### src/rtl/pll_reset_sequencer_pkg.sv
// Shared types and helpers for the PLL reset sequencer: the sequencer state
// encoding and the width helper used to size the shared cycle counter.
package pll_reset_sequencer_pkg;

    typedef enum logic [1:0] {
        PLL_RESET = 2'd0,
        WAIT_LOCK = 2'd1,
        STABLE    = 2'd2,
        RUN       = 2'd3
    } state_e;

    // Bits needed to count up to the largest of three cycle limits (minimum one bit).
    function automatic int cnt_width(input int a, input int b, input int c);
        int m;
        m = a;
        if (b > m) begin
            m = b;
        end else begin
            m = m;
        end
        if (c > m) begin
            m = c;
        end else begin
            m = m;
        end
        if ($clog2(m) < 1) begin
            return 1;
        end else begin
            return $clog2(m);
        end
    endfunction

endpackage

### src/rtl/pll_reset_sequencer_bit_sync.sv
// Parameterized multi-flop synchronizer for a single asynchronous status bit.
// Cleared by a synchronous active-low reset.
module bit_sync #(
    parameter int STAGES = 2
) (
    input  logic i_clk,
    input  logic i_rst_n,
    input  logic i_d,
    output logic o_q
);

    logic [STAGES-1:0] r_chain;

    // Shift the asynchronous input through the flop chain.
    always_ff @(posedge i_clk) begin
        if (!i_rst_n) begin
            r_chain <= {STAGES{1'b0}};
        end else begin
            r_chain <= {r_chain[STAGES-2:0], i_d};
        end
    end

    assign o_q = r_chain[STAGES-1];

endmodule

### src/rtl/pll_reset_sequencer.sv
// PLL reset sequencer: pulses the PLL reset, waits for a qualified lock and
// then releases the core reset; re-arms on timeout, lock loss or soft reset.
module pll_reset_sequencer
    import pll_reset_sequencer_pkg::*;
#(
    parameter int RST_CYCLES    = 16,
    parameter int LOCK_TIMEOUT  = 50000,
    parameter int STABLE_CYCLES = 1024,
    parameter int SYNC_STAGES   = 2,
    parameter int RETRY_W       = 4
) (
    input  logic               refclk,
    input  logic               rst_n,
    input  logic               pll_locked,
    input  logic               soft_rst,
    output logic               pll_rst,
    output logic               sys_reset,
    output logic               ready,
    output logic [RETRY_W-1:0] retries
);

    localparam int CNT_W = cnt_width(RST_CYCLES, LOCK_TIMEOUT, STABLE_CYCLES);
    localparam logic [CNT_W-1:0] RST_LAST    = CNT_W'(RST_CYCLES - 1);
    localparam logic [CNT_W-1:0] TIMEOUT_LAST = CNT_W'(LOCK_TIMEOUT - 1);
    localparam logic [CNT_W-1:0] STABLE_LAST = CNT_W'(STABLE_CYCLES - 1);

    state_e             r_state;
    state_e             w_next_state;
    logic               w_timeout;
    logic               w_lk;
    logic [CNT_W-1:0]   r_cnt;
    logic               r_pll_rst;
    logic               r_sys_reset;
    logic               r_ready;
    logic [RETRY_W-1:0] r_retries;

    bit_sync #(
        .STAGES (SYNC_STAGES)
    ) u_lock_sync (
        .i_clk   (refclk),
        .i_rst_n (rst_n),
        .i_d     (pll_locked),
        .o_q     (w_lk)
    );

    // Next-state decode; soft reset overrides, and lock status wins over counter limits.
    always_comb begin
        w_next_state = r_state;
        w_timeout    = 1'b0;
        if (soft_rst) begin
            w_next_state = PLL_RESET;
        end else begin
            case (r_state)
                PLL_RESET: begin
                    if (r_cnt == RST_LAST) begin
                        w_next_state = WAIT_LOCK;
                    end else begin
                        w_next_state = PLL_RESET;
                    end
                end
                WAIT_LOCK: begin
                    if (w_lk) begin
                        w_next_state = STABLE;
                    end else if (r_cnt == TIMEOUT_LAST) begin
                        w_next_state = PLL_RESET;
                        w_timeout    = 1'b1;
                    end else begin
                        w_next_state = WAIT_LOCK;
                    end
                end
                STABLE: begin
                    if (!w_lk) begin
                        w_next_state = WAIT_LOCK;
                    end else if (r_cnt == STABLE_LAST) begin
                        w_next_state = RUN;
                    end else begin
                        w_next_state = STABLE;
                    end
                end
                RUN: begin
                    if (!w_lk) begin
                        w_next_state = WAIT_LOCK;
                    end else begin
                        w_next_state = RUN;
                    end
                end
                default: begin
                    w_next_state = PLL_RESET;
                end
            endcase
        end
    end

    // State, counter, retry count and next-state-decoded registered outputs.
    always_ff @(posedge refclk) begin
        if (!rst_n) begin
            r_state     <= PLL_RESET;
            r_cnt       <= {CNT_W{1'b0}};
            r_pll_rst   <= 1'b1;
            r_sys_reset <= 1'b1;
            r_ready     <= 1'b0;
            r_retries   <= {RETRY_W{1'b0}};
        end else begin
            r_state     <= w_next_state;
            r_pll_rst   <= (w_next_state == PLL_RESET);
            r_sys_reset <= (w_next_state != RUN);
            r_ready     <= (w_next_state == RUN);
            // The counter holds in RUN so it can never wrap there.
            if (soft_rst || (w_next_state != r_state)) begin
                r_cnt <= {CNT_W{1'b0}};
            end else if (r_state != RUN) begin
                r_cnt <= r_cnt + CNT_W'(1);
            end else begin
                r_cnt <= r_cnt;
            end
            if (w_timeout && (r_retries != {RETRY_W{1'b1}})) begin
                r_retries <= r_retries + RETRY_W'(1);
            end else begin
                r_retries <= r_retries;
            end
        end
    end

    assign pll_rst   = r_pll_rst;
    assign sys_reset = r_sys_reset;
    assign ready     = r_ready;
    assign retries   = r_retries;

endmodule
### config.mk
export PLATFORM = sky130hd
export DESIGN_NAME = pll_reset_sequencer
export DESIGN_NICKNAME = d
export VERILOG_FILES = /design/src/rtl/pll_reset_sequencer_pkg.sv /design/src/rtl/pll_reset_sequencer_bit_sync.sv /design/src/rtl/pll_reset_sequencer.sv
export SDC_FILE = /design/constraint.sdc
export NUM_CORES = 1
export LEC_CHECK = 0
export CAP_MARGIN = 20
export CORE_MARGIN = 2
export CORE_UTILIZATION = 40
export CTS_CLUSTER_DIAMETER = 50
export DETAILED_ROUTE_END_ITERATION = 10
export PLACE_DENSITY = 0.61
export SETUP_SLACK_MARGIN = 0.02
export SKIP_CTS_REPAIR_TIMING = 1
export SYNTH_ARGS = -nofsm -noshare
export SYNTH_HDL_FRONTEND = slang
export SYNTH_HIERARCHICAL = 1
export SYNTH_SLANG_ARGS = --single-unit
### constraint.sdc
create_clock -name refclk -period 1.9 [get_ports refclk]
set_input_delay 0.38 -clock refclk [delete_from_list [all_inputs] [get_ports refclk]]
set_output_delay 0.38 -clock refclk [all_outputs]
set_load 0.1 [all_outputs]
==> out/summary.md <==
The required time of the critical path was 2.12 ns. For the share of power burned in combinational logic, the log shows 0.047. Overall power consumption after layout is estimated at 850 uW. On the critical path, the stage with the largest delay is an instance of dfxtp_1. Switching power as a share of total power: 0.206. After detailed routing, the total wire length is 2510 um. The number of clock sinks was 27. Library cell used as clock root buffer: clkbuf_4. The number of endpoints with negative hold slack in the final report was 0. Across the run, the number of max-cap violations was 0. The logs give 0 for the total count of max-transition violations in the final report and 0 for the initial antenna violation count. The clock share of power is 0.279, and the net load switching power is 175 uW.

Portion of synthesized cell area occupied by the leading cell type: 0.414. The fraction of registers with async set/reset is 0, and the share of total power in sequential cells is 0.675. For the relative max-transition margin, the log shows 0.681. The via count of the first global-routing pass was 941.

In this run the mean area of a mapped cell was 9.20 um^2. In this run, distinct cell masters in the synthesized netlist total 36. For this run, the top clock speed supported by timing is 571 MHz.

The post-synthesis cell count was 142; the worst-case clock buffer depth was 2. The total overflow reported by the global router was 0; the pre-CTS worst setup slack was -0.0831 ns. The run gives 206 as the non-filler instance count after layout.

Sorting the synthesized cells by how often they occur yields 27 x dfxtp_1, 22 x nor2_1, 12 x nand2_1. Share of layout cells above drive strength 1: 0.185. After synthesis the cells add up to 1310 um^2. Using the TritonRoute via totals, the vias-per-cell ratio works out to 4.89. The flow ran to the end, and the final reports show no timing, DRC or antenna violations.

In this run, the number of DRC markers left after iteration 0 of detailed routing was 64. Number of enable flip-flop cells after synthesis: 0. Count of H-tree levels built during CTS: 1. The portion of the clock cycle consumed by the worst path in the final layout was 0.922. The total area inside the core boundary comes to 3080 um^2.

During I/O placement, the number of pins put on the boundary was 11. STA classifies the critical path startpoint as a flip-flop. TritonCTS built the clock tree. From synthesis to final layout, the design area changed by 20.5%.

The floorplan has 20 rows. The floorplan step defined a die boundary enclosing 3740 um^2. Counting I/O delays and the setup requirement, the final critical path takes 1.75 ns. The most critical setup path has its endpoint at r_cnt[6].

The largest fanout of any net on the critical path is 12, and the slew of the pin with the lowest slew margin is 0.475 ns. Die width: 61.1 um. The destination of the worst register-to-register timing path was r_cnt[6]. IR analysis of the VDD net gives a maximum drop of 320 uV. The global-route total usage across every layer is 0.156. Setup violations remaining at the end of the flow were counted as 0.

The worst register-to-register path has a setup slack of 0.15 ns. Leakage component of the power: 0.000577 uW. The die is 61.1 um tall. The depth of the most critical reg-to-reg path works out to 7. For the global placement routability congestion, the log shows 0.785. Across all hold checks on the routed design, the worst slack comes to 0.461 ns. The DRC violations left is 0.

The cell taking the most area after synthesis is dfxtp_1. The clock-pin slew of the registers on the worst-case setup and hold paths came out at 0.13 ns. Entering global routing, the biggest net connects 15 pins. For this design the ratio of total power to cell area is 540 nW/um^2. The most frequent cell after synthesis was dfxtp_1.

Origin of the critical flop-to-flop path: r_cnt[1]. The first global-routing pass estimated 4260 um of wire. The worst path setup slack after routing is 0.149 ns. The logs give 0.32 ns for the source-to-sink clock delay at the later pin of the worst-skew pair and 169 for the number of nets in the layout. Yosys attributes the largest share of cell area to dfxtp_1 41%, nor2_1 6.3%, xnor2_1 6.0%, xor2_1 5.4%, and2_1 4.3%. After routing the design area is 1570 um^2. Internal power comes to 675 uW.

Sequential fraction of the synthesis area: 0.414. In this run the tool buffered the top-level ports with 10 buffer cells. Between clock sinks in the finished design, the worst skew comes to 0.00437 ns. The most used flip-flop cell after synthesis is dfxtp_1. The largest stage delay on the critical path is 0.38 ns.

STA classifies the critical path endpoint as a flip-flop. Data on the critical path arrives at its endpoint at 1.98 ns. The number of nets handed over by synthesis was 148. The start point of the critical path was r_cnt[1]. The count of synthesis-stage warnings from yosys is 6. The worst min-delay path class is flip-flop to flip-flop.

The critical path goes through ha_1 > nor4b_4 > nand4_1 > a22o_1 > a22oi_2 > buf_12 > nor2_1. The run gives 0.424 as the starting density of the core. The routed length per instance is 12.2 um. Antenna violation net count after detailed routing: 0.

The run gives 1008 as the total number of vias. Once placement completed, the tool counted placed cells totaling 202. The tools report the total cell area at the placement stage as 1530 um^2. Counting flops and latches in the post-synthesis netlist gives 27.

The tools report the number of buffers created by CTS as 3. Diode insertion count for antenna repair: 0. The critical path in this run is classified as flip-flop to flip-flop.

The pre-antenna-repair detailed-routing pass consisted of 4 iterations. The tools report the HPWL after detailed placement as 1910 um.
-- registers in the layout, summed over array words and instances, names as in the netlist --
signal               flops
pll_rst                  1
r_cnt                   16
r_state                  2
ready                    1
retries                  4
sys_reset                1
u_lock_sync/r_chain      2
-- worst min-delay path by stage --
| stage | cells after the start | endpoint | start |
|---|---|---|---|
| after detailed placement | 1 | u_lock_sync/r_chain[1] | u_lock_sync/r_chain[0] |
| final | 1 | u_lock_sync/r_chain[1] | u_lock_sync/r_chain[0] |
| after floorplan | 1 | u_lock_sync/r_chain[1] | u_lock_sync/r_chain[0] |
| after global routing | 1 | u_lock_sync/r_chain[1] | u_lock_sync/r_chain[0] |
| after global placement | 1 | u_lock_sync/r_chain[1] | u_lock_sync/r_chain[0] |
| after CTS | 1 | u_lock_sync/r_chain[1] | u_lock_sync/r_chain[0] |
-- power by group through the flow --
stage / Sequential, uW / Clock, uW / Combinational (uW)
finish: 574 / 237 / 39.7
global route: 574 / 270 / 44.1
CTS: 574 / 249 / 40.2
detailed placement: 586 / 0 / 39.9
global placement: 586 / 0 / 39.3
floorplan: 586 / 0 / 16.0
-- cells in the final DEF, fill, tap and decap left out, types with 3 or more instances in the layout --
cell             synthesis  final
and2_1                   9      9
and3_1                   5      5
buf_12                   0      3
buf_4                    1     12
clkbuf_4                 0      3
clkdlybuf4s50_1          0      3
dfxtp_1                 27     25
nand2_1                 12     12
nand3_1                  7      7
nand4_1                  6      6
nor2_1                  22     22
nor4b_4                  2      3
o21ai_0                  4      4
xnor2_1                  9      9
xor2_1                   8      8
-- through the flow --
| step | setup TNS, ns | utilization |
|---|---|---|
| after CTS | 0 | 0.507 |
| after global routing | -0.0000113 | 0.511 |
| after floorplan | 0 | - |
| after detailed placement | -0.586 | 0.498 |
| after global placement | -0.114 | 0.498 |
| final | 0 | 0.511 |
-- layout make-up --
type                            count  area [um^2]
Timing Repair Buffer               18          180
Sequential cell                    27          543
Inverter                            2         7.51
Fill cell                         290         1500
Tap cell                           44         55.1
Clock buffer                        4         26.3
Multi-Input combinational cell    111          762
-- worst max-delay path, delay by kind of cell (launching register included) --
family,cells,cell delay [ns]
AO/OA/AOI/OAI,2,0.47
AND/OR/NAND/NOR,3,0.43
flip-flops,1,0.38
adder cells (fa/ha/maj),1,0.21
buffers and inverters,1,0.16
-- logic make-up (layout without fill, tap and decap cells) --
group | after synthesis | count (layout) | synth area share
and+or+nand+nor | 80 | 80 | 0.375
DFF | 27 | 27 | 0.414
xor gates and xnor gates | 17 | 17 | 0.114
AOI/OAI and AO/OA | 12 | 12 | 0.0642
buffers and inverters | 4 | 24 | 0.0144
adders and majority gates | 2 | 2 | 0.0192
-- metal layers --
metal,global-route usage,up-vias,wire length (um)
li1,-,531,-
met1,0.212,461,1230
met2,0.236,14,1170
met3,0.0441,2,88
met4,0.0559,0,24
met5,0,-,0
No activity file was read; power rests on OpenSTA's default activity.
